--- config.mk ---
export PLATFORM = sky130hd
export DESIGN_NAME = pipeline_stage_buffer_flat
export DESIGN_NICKNAME = d
export VERILOG_FILES = /design/src/rtl/pipeline_stage_buffer_if.sv /design/src/rtl/pipeline_stage_buffer.sv /design/src/flat_wrapper.sv
export SDC_FILE = /design/constraint.sdc
export NUM_CORES = 1
export LEC_CHECK = 0
export ABC_AREA = 1
export CAP_MARGIN = 10
export CORE_UTILIZATION = 57
export CTS_CLUSTER_DIAMETER = 30
export DETAILED_ROUTE_END_ITERATION = 10
export PLACE_DENSITY = 0.85
export SKIP_LAST_GASP = 1
export SYNTH_ARGS = -nofsm -noshare
export SYNTH_HDL_FRONTEND = slang
export SYNTH_SLANG_ARGS = --single-unit
--- constraint.sdc ---
create_clock -name clk -period 8.6 [get_ports clk]
set_clock_uncertainty 0.1 [all_clocks]
set_input_delay 1.72 -clock clk [delete_from_list [all_inputs] [get_ports clk]]
set_output_delay 1.72 -clock clk [all_outputs]
set_load 0.02 [all_outputs]
--- src/rtl/pipeline_stage_buffer_if.sv ---
// Valid/ready handshake bundle between two core pipeline stages.
// The buffer takes the slave side; the producer/consumer side uses master.
interface pipeline_stage_buffer_if #(
    parameter int unsigned DATA_W = 32
);
    logic              in_valid;
    logic              in_invalid;
    logic [DATA_W-1:0] in_data;
    logic              in_ready;
    logic              out_valid;
    logic              out_invalid;
    logic [DATA_W-1:0] out_data;
    logic              out_ready;

    modport master (
        output in_valid, in_invalid, in_data, out_ready,
        input  in_ready, out_valid, out_invalid, out_data
    );

    modport slave (
        input  in_valid, in_invalid, in_data, out_ready,
        output in_ready, out_valid, out_invalid, out_data
    );
endinterface

--- src/rtl/pipeline_stage_buffer.sv ---
// Elastic pipeline stage: DEPTH-entry circular buffer of {invalid, data} with
// valid/ready handshake, flush, and fully registered outputs on both sides.
module pipeline_stage_buffer #(
    parameter  int unsigned DATA_W = 32,
    parameter  int unsigned DEPTH  = 2,
    localparam int unsigned CNT_W  = $clog2(DEPTH + 1)
) (
    input  logic                 clk,
    input  logic                 rst_n,
    input  logic                 flush,
    pipeline_stage_buffer_if.slave bus,
    output logic [CNT_W-1:0]     count
);
    localparam int unsigned PTR_W = (DEPTH > 1) ? $clog2(DEPTH) : 1;
    localparam int unsigned ENT_W = DATA_W + 1;

    typedef logic [PTR_W-1:0] ptr_t;

    logic [ENT_W-1:0]  mem [DEPTH];
    ptr_t              rd_ptr, wr_ptr, rd_n, wr_n;
    logic [CNT_W-1:0]  cnt_n;
    logic              in_ready_q, out_valid_q, out_invalid_q;
    logic [DATA_W-1:0] out_data_q;
    logic              in_ready_n, out_valid_n, out_invalid_n;
    logic [DATA_W-1:0] out_data_n;
    logic              push, pop, mem_we;
    logic [ENT_W-1:0]  head_n;

    function automatic ptr_t ptr_inc(input ptr_t p);
        return (p == PTR_W'(DEPTH - 1)) ? '0 : ptr_t'(p + PTR_W'(1));
    endfunction

    // Next-state: occupancy, pointers, and the head entry as it will be after this edge
    always_comb begin
        push       = bus.in_valid && in_ready_q;
        pop        = out_valid_q && bus.out_ready;
        mem_we     = rst_n && push && !flush;
        cnt_n      = count;
        rd_n       = rd_ptr;
        wr_n       = wr_ptr;
        if (flush) begin
            cnt_n = '0;
            rd_n  = '0;
            wr_n  = '0;
        end else begin
            if (push) wr_n = ptr_inc(wr_ptr);
            if (pop)  rd_n = ptr_inc(rd_ptr);
            if (push && !pop)      cnt_n = count + CNT_W'(1);
            else if (pop && !push) cnt_n = count - CNT_W'(1);
        end
        // A write landing on the new head slot is forwarded, since mem updates at the same edge
        head_n        = (mem_we && (rd_n == wr_ptr)) ? {bus.in_invalid, bus.in_data} : mem[rd_n];
        in_ready_n    = (cnt_n < CNT_W'(DEPTH));
        out_valid_n   = (cnt_n != '0);
        out_invalid_n = (cnt_n == '0) ? 1'b1 : head_n[DATA_W];
        out_data_n    = (cnt_n == '0) ? out_data_q : head_n[DATA_W-1:0];
    end

    // State and output registers
    always_ff @(posedge clk) begin
        if (!rst_n) begin
            count         <= '0;
            rd_ptr        <= '0;
            wr_ptr        <= '0;
            in_ready_q    <= 1'b1;
            out_valid_q   <= 1'b0;
            out_invalid_q <= 1'b1;
            out_data_q    <= '0;
        end else begin
            count         <= cnt_n;
            rd_ptr        <= rd_n;
            wr_ptr        <= wr_n;
            in_ready_q    <= in_ready_n;
            out_valid_q   <= out_valid_n;
            out_invalid_q <= out_invalid_n;
            out_data_q    <= out_data_n;
        end
    end

    // Entry storage; written only by an accepted push
    always_ff @(posedge clk) begin
        if (mem_we) mem[wr_ptr] <= {bus.in_invalid, bus.in_data};
    end

    assign bus.in_ready    = in_ready_q;
    assign bus.out_valid   = out_valid_q;
    assign bus.out_invalid = out_invalid_q;
    assign bus.out_data    = out_data_q;
endmodule

--- src/flat_wrapper.sv ---
// flat-port wrapper written by rule: the top's interface ports become plain ports
module pipeline_stage_buffer_flat 
#(
    parameter  int unsigned DATA_W = 32,
    parameter  int unsigned DEPTH  = 2,
    localparam int unsigned CNT_W  = $clog2(DEPTH + 1)
)
  (clk, rst_n, flush, count, bus_in_valid, bus_in_invalid, bus_in_data, bus_out_ready, bus_in_ready, bus_out_valid, bus_out_invalid, bus_out_data);
  pipeline_stage_buffer_if #(.DATA_W(DATA_W)) bus_i ();
  input  logic clk;
  input  logic rst_n;
  input  logic flush;
  output logic [CNT_W-1:0] count;
  input wire logic [$bits(bus_i.in_valid)-1:0] bus_in_valid;
  input wire logic [$bits(bus_i.in_invalid)-1:0] bus_in_invalid;
  input wire logic [$bits(bus_i.in_data)-1:0] bus_in_data;
  input wire logic [$bits(bus_i.out_ready)-1:0] bus_out_ready;
  output wire logic [$bits(bus_i.in_ready)-1:0] bus_in_ready;
  output wire logic [$bits(bus_i.out_valid)-1:0] bus_out_valid;
  output wire logic [$bits(bus_i.out_invalid)-1:0] bus_out_invalid;
  output wire logic [$bits(bus_i.out_data)-1:0] bus_out_data;
  assign bus_i.in_valid = bus_in_valid;
  assign bus_i.in_invalid = bus_in_invalid;
  assign bus_i.in_data = bus_in_data;
  assign bus_i.out_ready = bus_out_ready;
  assign bus_in_ready = bus_i.in_ready;
  assign bus_out_valid = bus_i.out_valid;
  assign bus_out_invalid = bus_i.out_invalid;
  assign bus_out_data = bus_i.out_data;
  pipeline_stage_buffer #(.DATA_W(DATA_W), .DEPTH(DEPTH)) u_core (.clk(clk), .rst_n(rst_n), .flush(flush), .bus(bus_i), .count(count));
endmodule
-- Word level (Yosys, flattened, before mapping)
Memory sizes are Yosys's and may differ from the RTL's.
Cells that the tools add are included.
- bits in registers: 39
- latch bits: 0
- ROM bits: 0
- bits in writable memories: 66
- logic and storage cells: 39
- input port bits: 38
- output and inout port bits: 37
- memories: 1
- shift operators: 0
- multipliers: 0
- bitwise logic cells: 1
- add/subtract/negate cells: 4
- muxes and demuxes: 10
- div/mod/pow operators: 0
- equality and inequality tests: 1
- reduce and logical (&&, ||, !) cells: 14
- $lt $le $gt $ge: 1
- memories (name ; words ; width ; read ports ; clocked after memory_dff ; wr ports ; line ; text):
    u_core.mem ; 2 ; 33 ; 1 ; 0 ; 1 ; pipeline_stage_buffer.sv:19 ; logic [ENT_W-1:0] mem [DEPTH];
- operator list (operator ; number):
    $mux W33 ; 1
    $logic_and A1 B1 Y1 ; 7
    $mux W1 ; 6
    $mux W2 ; 3
    $reduce_or A2 Y1 ; 2
    $logic_not A1 Y1 ; 3
    $add A1 B1 Y1 const B ; 2
    $add A2 B1 Y2 const B ; 1
    $logic_not A2 Y1 ; 1
    $lt A2 B2 Y1 const B ; 1
    $reduce_bool A2 Y1 ; 1
    $sub A2 B1 Y2 const B ; 1
    $eq A1 B1 Y1 ; 1
    $not A1 Y1 ; 1

-- Depth between registers and ports, before layout
Gate-level depths: netlist of the first run.
- word-level depth: 8
- mapped depth: 11
- depth with buffers taken out: 10

-- Worst setup path before layout of the first run
Ideal clock, no wire load.
- path kind: input-to-reg
- from: input rst_n
- to: memory u_core.mem[1][0] in the netlist's numbering, enable pin
- data required time: 8036 ps
- arrival: 4202 ps
- library setup time: 464 ps
- setup slack: 3833 ps
- cell stages on the path: 4
- path buffers: 0
- cells stage by stage: inv_2 -> nor2_1 -> inv_1 -> nor3_1
- longest elaborated chain between the ends: 4
- RTL lines (element ; line ; text):
    start: declaration ; flat_wrapper.sv:11 ; input logic rst_n;
    $logic_and A1 B1 Y1 (2 in a row) ; pipeline_stage_buffer.sv:37 ; mem_we = rst_n && push && !flush;
    $mux W1 ; pipeline_stage_buffer.sv:82 ; if (mem_we) mem[wr_ptr] <= {bus.in_invalid, bus.in_data};
    $mux W1 (not written as such) ; pipeline_stage_buffer.sv:82 ;
    end: declaration ; pipeline_stage_buffer.sv:19 ;
No other way between the ends.

-- Worst setup path in the final report of the first run
- from: input rst_n
- to: register u_core.out_data_q[2] (netlist: u_core.bus.out_data[2])
- longest elaborated chain between the ends: 4
- RTL lines (element ; line ; text):
    $logic_and A1 B1 Y1 (2 in a row) ; pipeline_stage_buffer.sv:37 ;
    $logic_and A1 B1 Y1 ; pipeline_stage_buffer.sv:52 ; head_n = (mem_we && (rd_n == wr_ptr)) ? {bus.in_invalid, bus.in_data} : mem[rd_n];
    $mux W33 ; pipeline_stage_buffer.sv:52 ;
    end signal: assignment ; pipeline_stage_buffer.sv:76 ; out_data_q <= out_data_n;
    end: declaration ; pipeline_stage_buffer.sv:23 ; logic [DATA_W-1:0] out_data_q;
Several ways; a longest one is shown, not always the timed one.
A chain may end at the register's enable or synchronous reset.

==> metrics.txt, run 1 <==
vias in the first global route=roughly 3200; Final Wtd Congestion=roughly 0.8; initial antenna violation count=0; DP Area=around 5300 um^2; ys flop type=edfxtp_1; first-pass GRT wire length=15100 um; post-cts hold buffer count=0; first-pass iteration count of the detailed router=5; Slew @ Worst Pin=0.990 ns; worst r2r src=u_core.bus.out_valid$_SDFF_PN0_; XOR/XNOR share of the synthesized area=0; Synth Register Bits=105; dpl hpwl=roughly 5700 um; critical path endpoint category=flip-flop; n_diodes=0; Async SR Flop Fraction=0; total leakage power=~2.4 nW; vias per cell=5.13; Final Max Slew Viols=0; number of failing hold endpoints at the final stage=0; DIE AREA=approximately 8300 um^2; Core Footprint=a little under 8000 um^2; adder-cell share of the synthesized area=0; Die H=a little over 90 um; worst hold start=u_core.bus.out_data[14]$_SDFFE_PN0P_; Post-route DRC=0; Die X-Extent=between 90 and 100 um; Initial DRC Count=~300; RSZ-0062 raised after global routing=no; vias=between 3000 and 4000; Max VDD drop=roughly 0.11 mV; CTS Buf Count=9; H-tree depth=3; Post-synth EDFFs=66; Avg WL per Cell=13.7 um; Yosys top cell area share=0.438; Total Power=just over 1 mW; Post-Place Setup Slack=roughly 3.3 ns; Most common cell on crit path=nor2_1; synthesis-to-finish area growth=21.5%; CTS max path bufs=2; simple-gate share of the synthesized area=0.269; sequential share of the synthesized area=0.611; largest net degree at the start of global routing=69; Final Cycle Share=0.514; Port Buffer Count=74; CTS tree=done; post-layout net count=600; post-route cell area=between 5000 and 6000 um^2; Clock Latency Late Sink=approximately 0.37 ns; Critical Path Max Stage Delay=about 0.96 ns; distinct cell type count after synthesis=22; slowest CP cell=clkdlybuf4s50_1; final setup TNS=0 ns; max cap viols=0; outcome=finished, final reports clean; Row Count=32; PostCTS Resize Cnt=0; Critical Path RT=8.76 ns; fill cell count=about 580; pwr/cell area=186 nW/um^2; WL final=just over 9000 um; Starting Density=0.588; GRT Total Usage=0.235; Max Clock Freq=226 MHz; Compound-Gate Fraction of Synth Area=0.0412; clock transition at the registers of the reported paths=roughly 0.090 ns; setup ws final=between 4 and 5 ns; CP startpoint kind=input pin; I/O Pins=75; crit path kind=input pin to flip-flop; critical path data arrival time=roughly 4.6 ns; main combinational cell family by area after synthesis=simple AND/OR/NAND/NOR gates; Hold/Removal Path Class=flip-flop to flip-flop; worst-path maximum fanout=34; Final Setup Violations=0; crit path from=rst_n; commonest non-fill, non-tap cell in the layout=nand2_1; syn_area_per_cell=slightly above 9 um^2; YS warnings=0; postcts setup bufs=0; Syn Inst Count=between 400 and 500; Mapped Nets=between 500 and 600; Post-Syn Area=roughly 4500 um^2; most frequent cells in the layout=nand2_1 (167), clkdlybuf4s50_1 (74), edfxtp_1 (66); relative slew slack=0.339; Area contributors post-synth=edfxtp_1 (44%), dfxtp_1 (17%), nand2_1 (14%); total clock sinks=105; fraction of layout cells with a size suffix above 1=0.0635; Detail Route Antenna Nets=0; critical path, cell by cell=clkdlybuf4s50_1, inv_2, nor2_1, inv_1, nor2_2, buf_4, nand2_2, nand2_1, inv_1, nor2_1, nor2_1; GR Overflow Total=0; post-synthesis mux area share=0; post-synth top area cell=edfxtp_1; clock root cell=clkbuf_8; Final Hold Slack=0.360 ns; min cycle time layout=between 4 and 5 ns
[worst max-delay path, delay by kind of cell]
family / cells / cell delay (ns)
buffers and inverters: 5 / 1.69
and+or+nand+nor: 6 / 1.14
[final cells by class]
class | instances | area [um^2] | share of cell area
timing repair buffer | 77 | 776 | 0.141
multi-input combinational | 311 | 1420 | 0.258
inverter | 58 | 218 | 0.0396
tap | 102 | 128 | 0.0232
sequential | 105 | 2760 | 0.503
clock buffer | 11 | 141 | 0.0257
clock inverter | 5 | 55.1 | 0.0100
[power breakdown]
| group | leakage [nW] | total [mW] | internal, mW | switching [mW] |
|---|---|---|---|---|
| clock network | 0.0986 | 0.300 | 0.142 | 0.159 |
| logic | 1.39 | 0.157 | 0.0677 | 0.0894 |
| registers | 0.920 | 0.567 | 0.557 | 0.0101 |
[final timing paths]
| check | cells after the start | slack [ns] | to |
|---|---|---|---|
| worst max-delay path | 11 | 4.18 | u_core.bus.out_data[2]$_SDFFE_PN0P_ |
| worst min register to register | 2 | 0.36 | u_core.bus.out_data[14]$_SDFFE_PN0P_ |
| worst max register to register | 11 | 5.73 | u_core.bus.out_data[2]$_SDFFE_PN0P_ |
| worst min-delay path | 2 | 0.36 | u_core.bus.out_data[14]$_SDFFE_PN0P_ |
[cells by family after synthesis]
group,after synthesis
buffers and inverters,83
AND/OR/NAND/NOR,276
AO/OA/AOI/OAI,35
flip-flops,105
[cells in the mapped netlist, drive strengths merged (2+ instances only)]
cell type    n
nor2        41
clkbuf       6
o21ai       33
nand3b      17
edfxtp      66
inv         58
buf         19
nand2      172
nand3       44
dfxtp       39
a21oi        2
[flip-flops by register name, summed over array words and instances (netlist names)]
| register | cells |
|---|---|
| u_core.mem | 66 |
| u_core.bus.in_ready | 1 |
| u_core.bus.out_invalid | 1 |
| u_core.bus.out_data | 32 |
| u_core.wr_ptr | 1 |
| u_core.bus.out_valid | 1 |
| u_core.count | 2 |
| u_core.rd_ptr | 1 |
[metrics by stage]
step,utilization,instances
floorplan,-,499
CTS,0.712,668
finish,0.715,669
global placement,0.687,652
detailed placement,0.687,652
global route,0.715,669
[routing by layer]
layer | GRT usage | wire (um) | up-vias
met1 | 0.321 | 4000 | 1561
met4 | 0.120 | 218 | 0
met5 | 0 | 0 | -
met3 | 0.0302 | 582 | 16
li1 | - | - | 1718
met2 | 0.371 | 4370 | 137
No activity file was read; power rests on OpenSTA's default activity.
==> run 2, diff against run 1 <==
Settings changed: CORE_UTILIZATION 57 to 48, PLACE_DENSITY 0.85 to 0.76.
Clock period 8.6 ns to 3.6 ns, I/O delays scaled along.
==> run 2 against run 1 <==
Sequential share of layout area fell by 0.51 points. First-iteration DRC count shrank 47%. Via count increased by 0.32%. Die area rose by 18%. Global-route usage is 2.8 points lower. Combinational power is 140% higher. Wire length rose by 4.4%. Non-clock buffer count is 5 higher. Sequential cell count did not move. Final cell count up 2.1%. Sequential power is 140% higher. Critical path depth did not move. Largest cell class unchanged. Largest power group unchanged.
==> metrics.txt, run 2 (same netlist as run 1, synthesis figures left out) <==
combinational fraction of design power=0.151 (was 0.153); clock power share=0.309 (was 0.293); number of failing hold endpoints at the final stage=0 (unchanged); vias in the first global route=3342 (was 3160); Critical Path Max Stage Delay=0.51 ns (was 0.96 ns); Final Max Slew Viols=0 (unchanged); synthesis-to-finish area growth=22.8% (was 21.5%); Reg with most FFs=u_core.mem (unchanged); worst path bufs/invs=2 (was 5); Final Setup Violations=0 (unchanged); internal power=1.88 mW (was 767 uW); Register Area=2760 um^2 (unchanged); first-pass GRT wire length=15800 um (was 15100 um); I/O Pins=75 (unchanged); max reg flops=66 (unchanged); Port Buffer Count=74 (unchanged); commonest non-fill, non-tap cell in the layout=nand2_1 (unchanged); R2R Path End=u_core.bus.out_data[16]$_SDFFE_PN0P_ (was u_core.bus.out_data[2]$_SDFFE_PN0P_); Max Clock Freq=between 300 and 400 MHz; fraction of layout cells with a size suffix above 1=0.0752 (was 0.0635); n_diodes=0 (unchanged); relative slew slack=0.528 (was 0.339); H-tree depth=3 (unchanged); Detail Route Antenna Nets=0 (unchanged); initial antenna violation count=0 (unchanged); Post-route DRC=0 (unchanged); CTS max path bufs=2 (unchanged); total clock sinks=105 (unchanged); final setup TNS=0 ns (unchanged); critical path endpoint category=flip-flop (unchanged); Crit path depth=11 (unchanged); Avg WL per Cell=14.0 um (was 13.7 um); Final Cycle Share=0.752; GR Overflow Total=0 (unchanged); PostCTS Resize Cnt=0 (unchanged); flop2flop setup slack=1.35 ns (was 5.73 ns); crit path from=bus_out_ready (was rst_n); min cycle time layout=approximately 2.7 ns; worst r2r src=u_core.bus.out_valid$_SDFF_PN0_ (unchanged); Initial DRC Count=158 (was 296); Core Footprint=9200 um^2 (was 7690 um^2); clock transition at the registers of the reported paths=0.09 ns (about the same); CP startpoint kind=input pin (unchanged); Max VDD drop=0.200 mV (was 0.111 mV); RSZ-0062 raised after global routing=no (unchanged); Clock Latency Late Sink=0.37 ns (about the same); dpl hpwl=6110 um (was 5730 um); Most common cell on crit path=nand2_1 (was nor2_1); outcome=finished, final reports clean (unchanged); multi-input logic area=1420 um^2 (about the same); Worst setup endpoint=u_core.bus.out_data[16]$_SDFFE_PN0P_ (was u_core.bus.out_data[2]$_SDFFE_PN0P_); worst-path maximum fanout=20 (was 34); pwr/cell area=453 nW/um^2 (was 186 nW/um^2); Reg2Reg Depth=10 (was 11); Hold/Removal Path Class=flip-flop to flip-flop (unchanged); crit-path leading delay family=simple AND/OR/NAND/NOR gates (was buffers and inverters); fill cell count=796 (was 579); most frequent cells in the layout=nand2_1 (167), clkdlybuf4s50_1 (74), edfxtp_1 (66) (unchanged); GRT Total Usage=0.208 (was 0.235); post-route cell area=5550 um^2 (was 5500 um^2); postcts setup bufs=0 (unchanged); critical path, cell by cell=clkdlybuf4s50_1, nand2_2, inv_2, nand2_1, nand2_1, nand3_2, nand3_2, nand2_2, nor2_2, nand2_1, nand2_1 (was clkdlybuf4s50_1, inv_2, nor2_1, inv_1, nor2_2, buf_4, nand2_2, nand2_1, inv_1, nor2_1, nor2_1); first-pass iteration count of the detailed router=4 (was 5); post-cts hold buffer count=0 (unchanged); Critical Path RT=3.81 ns (was 8.76 ns); vias=3443 (was 3432); slowest CP cell=nor2_2 (was clkdlybuf4s50_1); DIE AREA=9810 um^2 (was 8290 um^2); Die X-Extent=99.1 um (was 91.1 um); Slew @ Worst Pin=0.706 ns (was 0.990 ns); vias per cell=5.04 (was 5.13); total leakage power=2.44 nW (was 2.41 nW); clock root cell=clkbuf_8 (unchanged); crit path kind=input pin to flip-flop (unchanged); Total Power=2.51 mW (was 1.02 mW); post-layout net count=605 (was 600); max cap viols=0 (unchanged); Final Wtd Congestion=0.845 (was 0.777); largest net degree at the start of global routing=40 (was 69); Flop pwr share=0.540 (was 0.553); Die H=99.1 um (was 91.1 um); critical path data arrival time=2.92 ns (was 4.58 ns); Starting Density=0.492 (was 0.588); DP Area=5340 um^2 (was 5280 um^2); CTS tree=done (unchanged); CTS Buf Count=9 (unchanged); Switching Power=630 uW (was 258 uW); WL final=9580 um (was 9170 um); sw frac=0.251 (was 0.252); Row Count=35 (was 32)
-- run 2: power by group through the flow --
| stage | combinational [mW] | sequential (mW) | clock, mW |
|---|---|---|---|
| CTS | 0.382 | 1.36 | 0.793 |
| global placement | 0.371 | 1.38 | 0 |
| floorplan | 0.171 | 1.43 | 0 |
| finish | 0.380 | 1.36 | 0.777 |
| global route | 0.416 | 1.36 | 0.842 |
| detailed placement | 0.381 | 1.38 | 0 |
-- run 2: per-stage QoR --
stage,cells,worst slack [ns],hold slack [ns],utilization
floorplan,499,0.723,0.357,-
global placement,667,0.580,0.343,0.581
detailed placement,667,0.481,0.339,0.581
CTS,683,0.867,0.363,0.604
global route,683,0.687,0.387,0.604
finish,683,0.891,0.361,0.604
-- run 2: layer usage --
| layer | part of all wire | up-vias | global-route usage |
|---|---|---|---|
| met5 | 0 | - | 0 |
| met2 | 0.47 | 94 | 0.342 |
| li1 | - | 1727 | - |
| met1 | 0.46 | 1612 | 0.280 |
| met3 | 0.056 | 10 | 0.0376 |
| met4 | 0.013 | 0 | 0.0701 |
-- run 2: final cells by class --
cell class,instances,area share
timing repair buffer,82,0.144
inverter,58,0.0392
clock buffer,10,0.0230
multi-input combinational,311,0.256
sequential,105,0.498
clock inverter,6,0.0149
tap,111,0.0250
-- run 2: worst min-delay path by stage --
stage | from | to | slack (ns) | cells past startpoint
3_5_place_dp | u_core.bus.out_data[21]$_SDFFE_PN0P_ | u_core.bus.out_data[21]$_SDFFE_PN0P_ | 0.34 | 2
2_1_floorplan | u_core.wr_ptr$_SDFFE_PP0P_ | u_core.wr_ptr$_SDFFE_PP0P_ | 0.36 | 2
3_3_place_gp | u_core.bus.out_data[14]$_SDFFE_PN0P_ | u_core.bus.out_data[14]$_SDFFE_PN0P_ | 0.34 | 2
4_1_cts | u_core.bus.out_data[21]$_SDFFE_PN0P_ | u_core.bus.out_data[21]$_SDFFE_PN0P_ | 0.36 | 2
5_1_grt | u_core.bus.out_data[1]$_SDFFE_PN0P_ | u_core.bus.out_data[1]$_SDFFE_PN0P_ | 0.39 | 2
6_report | u_core.bus.out_data[28]$_SDFFE_PN0P_ | u_core.bus.out_data[28]$_SDFFE_PN0P_ | 0.36 | 2
-- run 2: worst min-delay path: stages (launching register included) --
cell	delay (ns)
dfxtp_1	0.32
nand2_1	0.06
nand2_1	0.04
==> run 3, diff against run 2 <==
Settings changed: CORE_UTILIZATION 48 to 53, PLACE_DENSITY 0.76 to 0.79.
Clock period 3.6 ns to 2.8 ns, I/O delays scaled along.
==> run 3 against run 2 <==
Die area is 9.3% lower. Final cell count fell by 0.73%. First-iteration DRC count up 46%. Sequential power up 28%. Via count increased by 0.76%. Hold slack worse by 0.0040 ns. Power is 29% higher. Clock power grew 29%. Non-clock buffer count is 1 higher. Sequential share of layout area down 0.42 points. Sequential cell count did not move. Largest power group unchanged.
==> metrics.txt, run 3 (same netlist as run 1, synthesis figures left out) <==
Final Wtd Congestion=0.784 (was 0.845); CTS tree=done (unchanged); GR Overflow Total=0 (unchanged); clock transition at the registers of the reported paths=0.09 ns (about the same); DIE AREA=8900 um^2 (was 9810 um^2); Core Footprint=8220 um^2 (was 9200 um^2); worst r2r src=u_core.bus.out_valid$_SDFF_PN0_ (unchanged); CP startpoint kind=input pin (unchanged); R2R Path End=u_core.bus.out_data[6]$_SDFFE_PN0P_ (was u_core.bus.out_data[16]$_SDFFE_PN0P_); vias per cell=5.12 (was 5.04); WL final=9260 um (was 9580 um); relative slew slack=0.572 (was 0.528); Final Max Slew Viols=0 (unchanged); most frequent cells in the layout=nand2_1 (167), clkdlybuf4s50_1 (74), edfxtp_1 (66) (unchanged); commonest non-fill, non-tap cell in the layout=nand2_1 (unchanged); max reg flops=66 (unchanged); Clock Latency Late Sink=0.36 ns (was 0.37 ns); outcome=finished, final reports clean (unchanged); initial antenna violation count=0 (unchanged); total clock sinks=105 (unchanged); slowest CP cell=clkdlybuf4s50_1 (was nor2_2); CTS Buf Count=9 (unchanged); n_diodes=0 (unchanged); Slew @ Worst Pin=0.640 ns (was 0.706 ns); first-pass GRT wire length=15300 um (was 15800 um); Critical Path RT=2.96 ns (was 3.81 ns); Detail Route Antenna Nets=0 (unchanged); hold depth=2 (unchanged); fraction of layout cells with a size suffix above 1=0.0785 (was 0.0752); critical path, cell by cell=clkdlybuf4s50_1, inv_2, nor2_1, inv_1, nor2_2, nand2_2, nand2_1, inv_1, nor2_1, nor2_1 (was clkdlybuf4s50_1, nand2_2, inv_2, nand2_1, nand2_1, nand3_2, nand3_2, nand2_2, nor2_2, nand2_1, nand2_1); vias=3469 (was 3443); critical path endpoint category=flip-flop (unchanged); Final Cycle Share=0.790; total leakage power=2.46 nW (was 2.44 nW); Placed Cells=662 (was 667); Critical Path Max Stage Delay=0.49 ns (was 0.51 ns); post-cts hold buffer count=0 (unchanged); Post-route DRC=0 (unchanged); fin cells=678 (was 683); flop2flop setup slack=0.97 ns (was 1.35 ns); Max VDD drop=0.466 mV (was 0.200 mV); Max Clock Freq=between 400 and 500 MHz; Hold/Removal Path Class=flip-flop to flip-flop (unchanged); Reg with most FFs=u_core.mem (unchanged); dpl hpwl=5900 um (was 6110 um); number of failing hold endpoints at the final stage=0 (unchanged); synthesis-to-finish area growth=23.8% (was 22.8%); final setup TNS=0 ns (unchanged); Final Hold Slack=0.357 ns (was 0.361 ns); vias in the first global route=3239 (was 3342); Port Buffer Count=74 (unchanged); crit path kind=input pin to flip-flop (unchanged); Register Area=2760 um^2 (unchanged); multi-input logic area=1420 um^2 (unchanged); max cap viols=0 (unchanged); fill cell count=626 (was 796); Final Setup Violations=0 (unchanged); Row Count=33 (was 35); Reg2Reg Depth=10 (unchanged); post-layout net count=606 (was 605); Die X-Extent=94.4 um (was 99.1 um); Die H=94.4 um (was 99.1 um); pwr/cell area=578 nW/um^2 (was 453 nW/um^2); Starting Density=0.550 (was 0.492); Hold Path Sink=u_core.bus.out_data[28]$_SDFFE_PN0P_ (unchanged); largest net degree at the start of global routing=68 (was 40); H-tree depth=3 (unchanged); first-pass iteration count of the detailed router=5 (was 4); worst hold start=u_core.bus.out_data[28]$_SDFFE_PN0P_ (unchanged); CTS max path bufs=2 (unchanged); Initial DRC Count=230 (was 158); GRT Total Usage=0.229 (was 0.208); min cycle time layout=approximately 2.2 ns; Most common cell on crit path=nor2_1 (was nand2_1); clock root cell=clkbuf_8 (unchanged); critical path data arrival time=2.37 ns (was 2.92 ns); I/O Pins=75 (unchanged); PostCTS Resize Cnt=0 (unchanged); Avg WL per Cell=13.7 um (was 14.0 um); worst-path maximum fanout=33 (was 20); postcts setup bufs=0 (unchanged); RSZ-0062 raised after global routing=no (unchanged)
## run 3: final cells by class
class,instances,share of cell area
Sequential cell,105,0.493
Multi-Input combinational cell,311,0.254
Timing Repair Buffer,83,0.151
Inverter,58,0.0389
Clock buffer,11,0.0291
Tap cell,105,0.0235
Clock inverter,5,0.0103
## run 3: critical path, delay by kind of cell
family | cells | cell delay [ns]
buffers and inverters | 4 | 0.75
and+or+nand+nor | 6 | 1.05
## run 3: stage by stage
stage          cell area, um^2  setup WS (ns)  power [mW]  utilization
3_5_place_dp              5380          0.226        2.27        0.655
6_report                  5600          0.589        3.24        0.681
5_1_grt                   5600          0.311        3.38        0.681
3_3_place_gp              5380          0.266        2.26        0.655
4_1_cts                   5600          0.596        3.25        0.681
2_1_floorplan             4530         0.0829        2.05            -
## run 3: worst max-delay path by stage
stage,start,to,slack [ns]
global route,rst_n,u_core.bus.out_data[6]$_SDFFE_PN0P_,0.31
CTS,rst_n,u_core.bus.out_data[6]$_SDFFE_PN0P_,0.60
detailed placement,rst_n,u_core.bus.out_data[6]$_SDFFE_PN0P_,0.23
floorplan,rst_n,u_core.mem[0][0]$_DFFE_PP_,0.08
global placement,rst_n,u_core.bus.out_data[6]$_SDFFE_PN0P_,0.27
finish,rst_n,u_core.bus.out_data[6]$_SDFFE_PN0P_,0.59
## run 3: layer usage
layer  up-vias  part of all wire  track usage
li1       1730                 -            -
met3        19             0.063       0.0411
met2       127              0.50        0.389
met5         -                 0            0
met1      1593              0.42        0.294
met4         0             0.018       0.0782
## run 3: report_power, final
| part | leakage (nW) | internal (mW) | switching [mW] | total [mW] |
|---|---|---|---|---|
| Sequential | 0.920 | 1.71 | 0.0311 | 1.74 |
| Combinational | 1.43 | 0.217 | 0.277 | 0.494 |
| Clock | 0.111 | 0.494 | 0.507 | 1.00 |
| Total | 2.46 | 2.42 | 0.815 | 3.24 |
